$ cat src/rtl/seven_segment_scanner.sv
// seven_segment_scanner: time-multiplexed seven-segment driver with tear-free frame updates
module seven_segment_scanner #(
    parameter int DIGITS         = 8,
    parameter int CLK_DIV        = 50000,
    parameter bit SEG_ACTIVE_LOW = 1'b1,
    parameter bit AN_ACTIVE_LOW  = 1'b1
) (
    input  logic                  clk,
    input  logic                  rst_n,
    input  logic                  enable,
    input  logic                  load,
    input  logic [4*DIGITS-1:0]   data,
    input  logic [DIGITS-1:0]     dp,
    input  logic                  blank_lz,
    output logic [6:0]            seg,
    output logic                  seg_dp,
    output logic [DIGITS-1:0]     an,
    output logic                  frame_done
);
    localparam int PW = (CLK_DIV > 1) ? $clog2(CLK_DIV) : 1;
    localparam int IW = (DIGITS > 1) ? $clog2(DIGITS) : 1;
    localparam logic [PW-1:0] P_LAST = PW'(CLK_DIV - 1);
    localparam logic [IW-1:0] I_LAST = IW'(DIGITS - 1);
    localparam logic [6:0] SEG_OFF = {7{SEG_ACTIVE_LOW}};
    localparam logic [DIGITS-1:0] AN_OFF = {DIGITS{AN_ACTIVE_LOW}};
    localparam logic [6:0] HEX7 [16] = '{
        7'h3F, 7'h06, 7'h5B, 7'h4F, 7'h66, 7'h6D, 7'h7D, 7'h07,
        7'h7F, 7'h6F, 7'h77, 7'h7C, 7'h39, 7'h5E, 7'h79, 7'h71
    };

    logic [PW-1:0]         presc;
    logic [IW-1:0]         idx;
    logic [4*DIGITS-1:0]   shadow_data, disp_data;
    logic [DIGITS-1:0]     shadow_dp, disp_dp;
    logic                  shadow_blz, disp_blz, pending;
    logic                  tc, boundary;
    logic [3:0]            cur_nib;
    logic                  cur_dp, upper_zero, blank;
    logic [DIGITS-1:0]     an_hot;
    logic [6:0]            seg_lit;

    assign tc       = enable && (presc == P_LAST);
    assign boundary = tc && (idx == I_LAST);

    // prescaler and digit index advance only while scanning, otherwise hold
    always_ff @(posedge clk) begin
        if (!rst_n) begin
            presc <= '0;
            idx   <= '0;
        end else if (enable) begin
            presc <= tc ? '0 : presc + 1'b1;
            if (tc) idx <= (idx == I_LAST) ? '0 : idx + 1'b1;
        end
    end

    // loads land in the shadow; the display copy changes only at a frame boundary
    always_ff @(posedge clk) begin
        if (!rst_n) begin
            shadow_data <= '0;
            shadow_dp   <= '0;
            shadow_blz  <= 1'b0;
            disp_data   <= '0;
            disp_dp     <= '0;
            disp_blz    <= 1'b0;
            pending     <= 1'b0;
        end else begin
            if (load) begin
                shadow_data <= data;
                shadow_dp   <= dp;
                shadow_blz  <= blank_lz;
            end
            if (boundary && load) begin
                disp_data <= data;
                disp_dp   <= dp;
                disp_blz  <= blank_lz;
            end else if (boundary && pending) begin
                disp_data <= shadow_data;
                disp_dp   <= shadow_dp;
                disp_blz  <= shadow_blz;
            end
            pending <= !boundary && (pending || load);
        end
    end

    // select the indexed digit and decide whether it is a leading zero
    always_comb begin
        cur_nib    = 4'h0;
        cur_dp     = 1'b0;
        upper_zero = 1'b1;
        an_hot     = '0;
        for (int i = 0; i < DIGITS; i++) begin
            an_hot[i] = (IW'(i) == idx);
            if (IW'(i) == idx) begin
                cur_nib = disp_data[4*i +: 4];
                cur_dp  = disp_dp[i];
            end
            if (IW'(i) >= idx && disp_data[4*i +: 4] != 4'h0) upper_zero = 1'b0;
        end
        blank   = disp_blz && (idx != '0) && upper_zero;
        seg_lit = blank ? 7'h00 : HEX7[cur_nib];
    end

    // digit select and segments register on the same edge so they never mismatch
    always_ff @(posedge clk) begin
        if (!rst_n || !enable) begin
            an     <= AN_OFF;
            seg    <= SEG_OFF;
            seg_dp <= SEG_ACTIVE_LOW;
        end else begin
            an     <= an_hot ^ AN_OFF;
            seg    <= seg_lit ^ SEG_OFF;
            seg_dp <= cur_dp ^ SEG_ACTIVE_LOW;
        end
        frame_done <= rst_n && boundary;
    end
endmodule

$ cat config.mk
export PLATFORM = sky130hd
export DESIGN_NAME = seven_segment_scanner
export DESIGN_NICKNAME = d
export VERILOG_FILES = /design/src/rtl/seven_segment_scanner.sv
export SDC_FILE = /design/constraint.sdc
export NUM_CORES = 1
export LEC_CHECK = 0
export CORE_AREA = 3 3 118 120
export DETAILED_ROUTE_END_ITERATION = 7
export DIE_AREA = 0 0 121 123
export SLEW_MARGIN = 25
export SYNTH_ARGS = -nofsm -noshare
export SYNTH_HDL_FRONTEND = slang
export SYNTH_SLANG_ARGS = --single-unit
$ cat constraint.sdc
create_clock -name clk -period 3.24 [get_ports clk]
set_input_delay 0.648 -clock clk [delete_from_list [all_inputs] [get_ports clk]]
set_output_delay 0.648 -clock clk [all_outputs]
set_load 0.03 [all_outputs]
==> reports/qor.tcl, run 1 <==
set qor(run_status) {completed}
set qor(synthesis.nets) 642
set qor(initialDrtViolationCount) 288
set qor(finalWirelength_um) 13820
set qor(rsz0062_at_grt) {false}
set qor(placementRows) 42
set qor(count_of_different_cell_masters_after_synthesis) 64
set qor(critical_path.top_delay_family) {compound AO/OA/AOI/OAI gates}
set qor(finalSetupViolations) 0
set qor(vdd_drop_max_mv) 0.2985
set qor(syn_inst) 586
set qor(hold_path_class) {reg2reg}
set qor(detail-route-antenna-nets) 0
set qor(cts-root-buf) {sky130_fd_sc_hd__clkbuf_16}
set qor(detailedRoute.firstPassIterationCount) 5
set qor(slowest_stage) {sky130_fd_sc_hd__dfxtp_1}
set qor(worstSetupEndpointType) {flip-flop}
set qor(die_w_um) 121
set qor(worstPathRequired_ns) 3.48
set qor(p_leak_nw) 2.735
set qor(grt_first_pass_wirelength_um) 22710
set qor(half_perimeter_wire_length_after_detailed_placement_um) 9744
set qor(critical_path.max_fanout) 14
set qor(clock_slew_at_reported_path_ffs_ns) 0.05
set qor(grt_remaining_overflow) 0
set qor(num_vias) 4557
set qor(overall_global_routing_resource_usage_pct) 19.39
set qor(post-route-min-period_ns) 2.956
set qor(pin_count) 62
set qor(met3_wl_post_dr_um) 604
set qor(cts.path.max_buffers) 2
set qor(placed_area_um2) 6466
set qor(gpl.final_weighted_congestion) 0.8465
set qor(cap_violations) 0
set qor(timing_max_transition_violations_final) 0
set qor(areaGrowthSynthToFinish_pct) 22.92
set qor(cell_by_cell_listing_of_the_critical_path) {inv_1, ha_1, and2_1, o21ai_0, o211ai_1, a221o_1, ha_1, inv_1, a21oi_1, a21oi_1, o221ai_1}
set qor(die_height_um) 123
set qor(final-hold-violation-count) 0
set qor(worstSetupPathType) {reg2reg}
set qor(power_frac_comb_pct) 5.6
set qor(ys_seq_area_share_pct) 41.45
set qor(core-area_um2) 13090
set qor(power_frac_clock_pct) 52.4
set qor(worst_path_largest_cell_delay_ns) 0.59
set qor(drive_gt1_share_pct) 15.16
set qor(initial_utilization_pct) 43.93
set qor(synthesis.area_per_instance_um2) 9.809
set qor(max_freq_ghz) 0.3384
set qor(ys_async_sr_fraction_pct) 0
set qor(cellPowerDensity_nw_per_um2) 513.4
set qor(worst_clock_skew_ns) 0.01557
set qor(final_critical_path_share_of_the_clock_period_pct) 91.22
set qor(nets) 697
set qor(synth_seq_cells) 119
set qor(fin_setup_tns_ns) 0
set qor(routed_wire_length_per_instance_um) 16.67
set qor(top_layer) {met4}
set qor(detail_route.vias_per_cell) 5.497
set qor(total_power_mw) 3.627
set qor(cts_made_buffers) 17
set qor(yosys_warnings) 0
set qor(cts.repair.resized) 0
set qor(power.switching_mw) 0.7553
set qor(synth_edf_count) 0
set qor(worst-endpoint-arrival_ns) 3.20
set qor(netSwitchingFraction_pct) 20.82
set qor(slew_headroom_pct) 49.69
set qor(syn_area_um2) 5748
set qor(insertedDiodeCount) 0
set qor(critPathLaunchType) {flip-flop}
set qor(die_area_um2) 14880
set qor(cts_tree) {done}
set qor(tritoncts_num_sinks) 119
set qor(port_buffers) 61
set qor(yosys_most_used_dff) {sky130_fd_sc_hd__dfxtp_1}
set qor(fillers) 1148
set qor(via_count_of_the_first_global_routing_pass) 4400
set qor(cts_hold_buf) 0
set qor(cts-htree-levels) 4
set qor(p_int_mw) 2.872
set qor(pwr-share-seq_pct) 42.0
set qor(stdcell_area_um2) 7066
set qor(drc) 0
set qor(critical_path_buf_inv_count) 2
set qor(pin_count_of_the_biggest_net_entering_global_routing) 61
set qor(met1Wirelength_um) 6263
set qor(worst-slew-pin-transition_ns) 0.7512
set qor(dr_wl_met2_um) 6730
set qor(worst_skew_pair.late_latency_ns) 0.43
set qor(antenna_found_initial) 0
set qor(post_cts.repair.setup_buffers) 0
## power groups by stage
stage,logic (mW),clock network (mW),registers [mW]
2_1_floorplan,0.105,0,1.56
3_3_place_gp,0.203,0,1.55
3_5_place_dp,0.207,0,1.55
4_1_cts,0.207,1.95,1.52
5_1_grt,0.223,2.02,1.53
6_report,0.204,1.90,1.52
## tightest hold or removal path, delay by kind of cell (launching register included)
family	cells	cell delay, ns
AOI/OAI and AO/OA	1	0.05
and+or+nand+nor	1	0.05
DFF	1	0.31
## worst paths after layout
kind,from,endpoint,slack (ns),depth (start not counted)
setup / recovery,idx[0],seg[5],0.28,11
hold / removal,disp_dp[1],disp_dp[1],0.46,2
setup reg to reg,idx[0],seg[5],0.28,11
hold reg to reg,disp_dp[1],disp_dp[1],0.46,2
## stage by stage
stage               hold WS (ns)  setup WS, ns  cells  utilization [%]
finish                    0.4582        0.2845    829            54.00
global route              0.4901       0.01981    829            54.00
CTS                       0.4653        0.2794    829            54.00
detailed placement        0.4580        0.3074    798            49.42
global placement          0.4458        0.3042    798            49.42
floorplan                 0.4308        0.7385    586                -
## flip-flops by register name, summed over array words and instances, names as in the netlist
signal / flops
seg_dp: 1
idx: 3
shadow_dp: 8
pending: 1
disp_dp: 8
an: 8
shadow_blz: 1
presc: 16
disp_data: 32
frame_done: 1
disp_blz: 1
seg: 7
shadow_data: 32
## kinds of logic (layout without fill, tap and decap cells)
kind of cell | Yosys count | after routing | synth area share, %
buffers and inverters | 55 | 122 | 5.094
and+or+nand+nor | 203 | 203 | 18.76
xor gates and xnor gates | 14 | 14 | 2.133
muxes | 42 | 42 | 7.314
adders and majority gates | 11 | 11 | 2.394
AOI/OAI and AO/OA | 142 | 142 | 22.86
DFF | 119 | 119 | 41.45
## routing by layer
| metal | track usage (%) | up-vias |
|---|---|---|
| li1 | - | 2247 |
| met1 | 24.80 | 2182 |
| met2 | 31.75 | 109 |
| met3 | 4.620 | 19 |
| met4 | 7.578 | 0 |
| met5 | 0 | - |
## cells in the mapped netlist, drive strengths merged (3+ instances only)
library cell  number  area [um^2]
nand2b             3        18.77
nor2b             45        281.5
and3               7        43.79
o211a             13        130.1
o221ai            34        422.9
nor4               5        31.28
and2               5        31.28
o21ai             14        70.07
xor2               9        78.83
mux2i             42        420.4
nand4              7        50.05
dfxtp            119         2382
ha                11        137.6
o211ai             9        72.57
clkbuf            14        52.55
inv               13        48.80
nand2             69        261.5
buf               28        191.4
a21boi            32        315.3
nor2              27        103.9
a21oi             11        55.05
xnor2              5        43.79
and3b              3        26.28
nand3             19        112.6
o2111ai            3        26.28
a221oi             3        26.28
a31oi              5        31.28
## area by class of cell
| cell class | instances | area [um^2] | area share (%) |
|---|---|---|---|
| clock inverters | 8 | 121.4 | 1.718 |
| clock buffers | 23 | 478.0 | 6.765 |
| repair buffers | 78 | 740.7 | 10.48 |
| multi-input cells | 412 | 3074 | 43.51 |
| inverters | 13 | 48.80 | 0.6906 |
| flip-flops and latches | 119 | 2382 | 33.72 |
| well taps | 176 | 220.2 | 3.117 |
## placed cells by master, fill, tap and decap left out, types with 4 or more instances in the layout
| cell | Yosys | layout |
|---|---|---|
| sky130_fd_sc_hd__nor2_1 | 26 | 26 |
| sky130_fd_sc_hd__nor2b_1 | 45 | 45 |
| sky130_fd_sc_hd__clkdlybuf4s50_1 | 0 | 59 |
| sky130_fd_sc_hd__a21boi_2 | 20 | 20 |
| sky130_fd_sc_hd__xor2_1 | 9 | 9 |
| sky130_fd_sc_hd__nand2_1 | 68 | 68 |
| sky130_fd_sc_hd__nor4_1 | 5 | 5 |
| sky130_fd_sc_hd__inv_1 | 13 | 13 |
| sky130_fd_sc_hd__clkbuf_16 | 0 | 17 |
| sky130_fd_sc_hd__and2_1 | 4 | 4 |
| sky130_fd_sc_hd__buf_4 | 3 | 16 |
| sky130_fd_sc_hd__and3_1 | 7 | 6 |
| sky130_fd_sc_hd__a21boi_0 | 8 | 8 |
| sky130_fd_sc_hd__dfxtp_1 | 119 | 119 |
| sky130_fd_sc_hd__o21ai_0 | 14 | 14 |
| sky130_fd_sc_hd__nand3_1 | 17 | 17 |
| sky130_fd_sc_hd__a21oi_1 | 11 | 11 |
| sky130_fd_sc_hd__o211ai_1 | 8 | 8 |
| sky130_fd_sc_hd__o211a_1 | 13 | 13 |
| sky130_fd_sc_hd__a21boi_1 | 4 | 4 |
| sky130_fd_sc_hd__xnor2_1 | 5 | 5 |
| sky130_fd_sc_hd__nand4_1 | 6 | 6 |
| sky130_fd_sc_hd__o221ai_1 | 14 | 14 |
| sky130_fd_sc_hd__mux2i_1 | 42 | 42 |
| sky130_fd_sc_hd__a31oi_1 | 5 | 5 |
| sky130_fd_sc_hd__ha_1 | 11 | 11 |
| sky130_fd_sc_hd__o221ai_2 | 20 | 20 |
(Power assumes the default switching activity.)
==> inputs of run 2 (changes only) <==
CORE_AREA = 2 2 117 119   (was 3 3 118 120)
DIE_AREA = 0 0 119 121   (was 0 0 121 123)
==> run 2 against run 1 <==
Cell count shrank 0.60%. Routed wire length grew 0.58%. Setup slack gained 0.015 ns. Largest power group unchanged.
==> reports/qor.tcl, run 2 (synthesized netlist as in run 1, its figures left out) <==
set qor(run_status) {completed}
set qor(multi_input_area_um2) 3074 ;# unchanged
set qor(insertedDiodeCount) 0 ;# unchanged
set qor(overall_global_routing_resource_usage_pct) 20.49 ;# +1.1 points
set qor(stdcell_area_um2) 7008 ;# -0.81%
set qor(detail-route-antenna-nets) 0 ;# unchanged
set qor(setup.worst_path.start) {idx[0]}
set qor(core-area_um2) 13090 ;# unchanged
set qor(gpl.final_weighted_congestion) 0.8769 ;# +3.6%
set qor(final_common_cell) {sky130_fd_sc_hd__dfxtp_1}
set qor(clock_slew_at_reported_path_ffs_ns) 0.05 ;# about the same
set qor(cp_depth) 10 ;# -1
set qor(post_cts.repair.setup_buffers) 0 ;# unchanged
set qor(routed_wire_length_per_instance_um) 16.87 ;# +1.2%
set qor(placementRows) 42 ;# unchanged
set qor(worst_clock_skew_ns) 0.009208 ;# -0.006361 ns
set qor(detail_route.vias_per_cell) 5.500 ;# about the same
set qor(worst-slew-pin-transition_ns) 0.7144 ;# -0.03677 ns
set qor(grt_first_pass_wirelength_um) 22980 ;# +1.2%
set qor(post_place_setup_slack_ns) 0.3272 ;# +0.01976 ns
set qor(antenna_found_initial) 0 ;# unchanged
set qor(hold_path_class) {reg2reg}
set qor(worstPathRequired_ns) 3.49 ;# about the same
set qor(areaGrowthSynthToFinish_pct) 21.92
set qor(critPathLaunchType) {flip-flop}
set qor(slew_headroom_pct) 52.15 ;# +2.5 points
set qor(p_leak_nw) 2.708 ;# -1.0%
set qor(critical_path.max_fanout) 14 ;# unchanged
set qor(cellPowerDensity_nw_per_um2) 505.0 ;# -1.6%
set qor(worst-endpoint-arrival_ns) 3.19 ;# about the same
set qor(finalWorstSetupSlack_ns) 0.2999 ;# +0.01538 ns
set qor(worst_skew_pair.late_latency_ns) 0.42 ;# about the same
set qor(max_freq_ghz) 0.3401 ;# +0.52%
set qor(cts.path.max_buffers) 2 ;# unchanged
set qor(ff2ff_path_depth) 10 ;# -1
set qor(vdd_drop_max_mv) 0.3149 ;# +5.5%
set qor(cts_tree) {done}
set qor(post-route-min-period_ns) 2.940 ;# -0.01538 ns
set qor(cts.repair.resized) 0 ;# unchanged
set qor(placed_area_um2) 6436 ;# -0.46%
set qor(cts_made_buffers) 17 ;# unchanged
set qor(finalWirelength_um) 13900 ;# +0.58%
set qor(worstSetupPathType) {reg2reg}
set qor(slowest_stage) {sky130_fd_sc_hd__dfxtp_1}
set qor(rsz0062_at_grt) {false}
set qor(die_area_um2) 14400 ;# -3.3%
set qor(reg_top3) {disp_data x32, shadow_data x32, presc x16}
set qor(initial_utilization_pct) 43.93 ;# unchanged
set qor(cell_by_cell_listing_of_the_critical_path) {inv_1, ha_1, a311oi_1, o211ai_1, a221o_1, ha_1, inv_1, a21oi_1, a21oi_1, o221ai_1}
set qor(cts-root-buf) {sky130_fd_sc_hd__clkbuf_16}
set qor(grt_remaining_overflow) 0 ;# unchanged
set qor(worstSetupEndpointType) {flip-flop}
set qor(drc) 0 ;# unchanged
set qor(fillers) 1210 ;# +5.4%
set qor(tritoncts_num_sinks) 119 ;# unchanged
set qor(via_count_of_the_first_global_routing_pass) 4367 ;# -0.75%
set qor(timing_max_transition_violations_final) 0 ;# unchanged
set qor(drive_gt1_share_pct) 14.97 ;# -0.19 points
set qor(final-hold-violation-count) 0 ;# unchanged
set qor(pin_count) 62 ;# unchanged
set qor(worstHoldStart) {disp_dp[3]}
set qor(critical_path_buf_inv_count) 2 ;# unchanged
set qor(worst_r2r_startpoint) {idx[0]}
set qor(half_perimeter_wire_length_after_detailed_placement_um) 9681 ;# -0.64%
set qor(cts_hold_buf) 0 ;# unchanged
set qor(critical_path.top_delay_family) {compound AO/OA/AOI/OAI gates}
set qor(finalSetupViolations) 0 ;# unchanged
set qor(final_critical_path_share_of_the_clock_period_pct) 90.74 ;# -0.47 points
set qor(finalHoldWorstSlack_ns) 0.4649 ;# +0.006762 ns
set qor(pin_count_of_the_biggest_net_entering_global_routing) 70 ;# +15%
set qor(highest_count_cells_in_the_layout_ignoring_fill_and_taps) {sky130_fd_sc_hd__dfxtp_1 (119), sky130_fd_sc_hd__nand2_1 (68), sky130_fd_sc_hd__clkdlybuf4s50_1 (59)}
set qor(num_vias) 4532 ;# -0.55%
set qor(initialDrtViolationCount) 206 ;# -28%
set qor(worst_path_largest_cell_delay_ns) 0.59 ;# about the same
set qor(die_height_um) 121 ;# -1.6%
set qor(die_w_um) 119 ;# -1.7%
set qor(fin_setup_tns_ns) 0 ;# unchanged
set qor(port_buffers) 61 ;# unchanged
set qor(min_path_cells) 2 ;# unchanged
set qor(cap_violations) 0 ;# unchanged
set qor(cts-htree-levels) 4 ;# unchanged
set qor(nets) 693 ;# -0.57%
set qor(seq_area_um2) 2382 ;# unchanged
set qor(detailedRoute.firstPassIterationCount) 5 ;# unchanged
-- run 2: changes by cell type in the layout (fill, tap and decap cells not counted), sizes merged --
cell    before  now
buf         19   15
clkinv       4    6
clkbuf      23   21
bufinv       3    2
-- run 2: worst min-delay path, cell delays in order (launching register included) --
cell and delay, ns:
sky130_fd_sc_hd__dfxtp_1 0.31, sky130_fd_sc_hd__nand2_1 0.07, sky130_fd_sc_hd__a21boi_2 0.04
-- run 2: final cells by class --
cell class	instances	share of cell area [%]
well taps	176	3.142
repair buffers	74	10.14
clock buffers	21	6.713
flip-flops and latches	119	33.99
clock inverters	9	1.446
multi-input cells	412	43.87
inverters	13	0.6963
-- run 2: final timing paths --
path / endpoint / slack [ns]
min: disp_dp[3] / 0.46
max reg2reg: seg[6] / 0.30
min reg2reg: disp_dp[3] / 0.46
max: seg[6] / 0.30
-- run 2: power by group --
part	switching, mW	internal, mW
Clock	0.639	1.17
Sequential	0.0186	1.50
Combinational	0.0963	0.107
-- run 2: metrics by stage --
stage	cells	utilization [%]	power, mW
CTS	824	53.56	3.586
floorplan	586	-	1.662
finish	824	53.56	3.539
detailed placement	794	49.19	1.756
global route	824	53.56	3.690
global placement	794	49.19	1.752
-- run 2: layer usage --
layer | up-vias | part of all wire [%] | track usage, %
li1 | 2244 | - | -
met3 | 23 | 4.2 | 5.357
met5 | - | 0 | 0
met4 | 0 | 2.0 | 8.333
met1 | 2156 | 47 | 26.06
met2 | 109 | 47 | 33.12
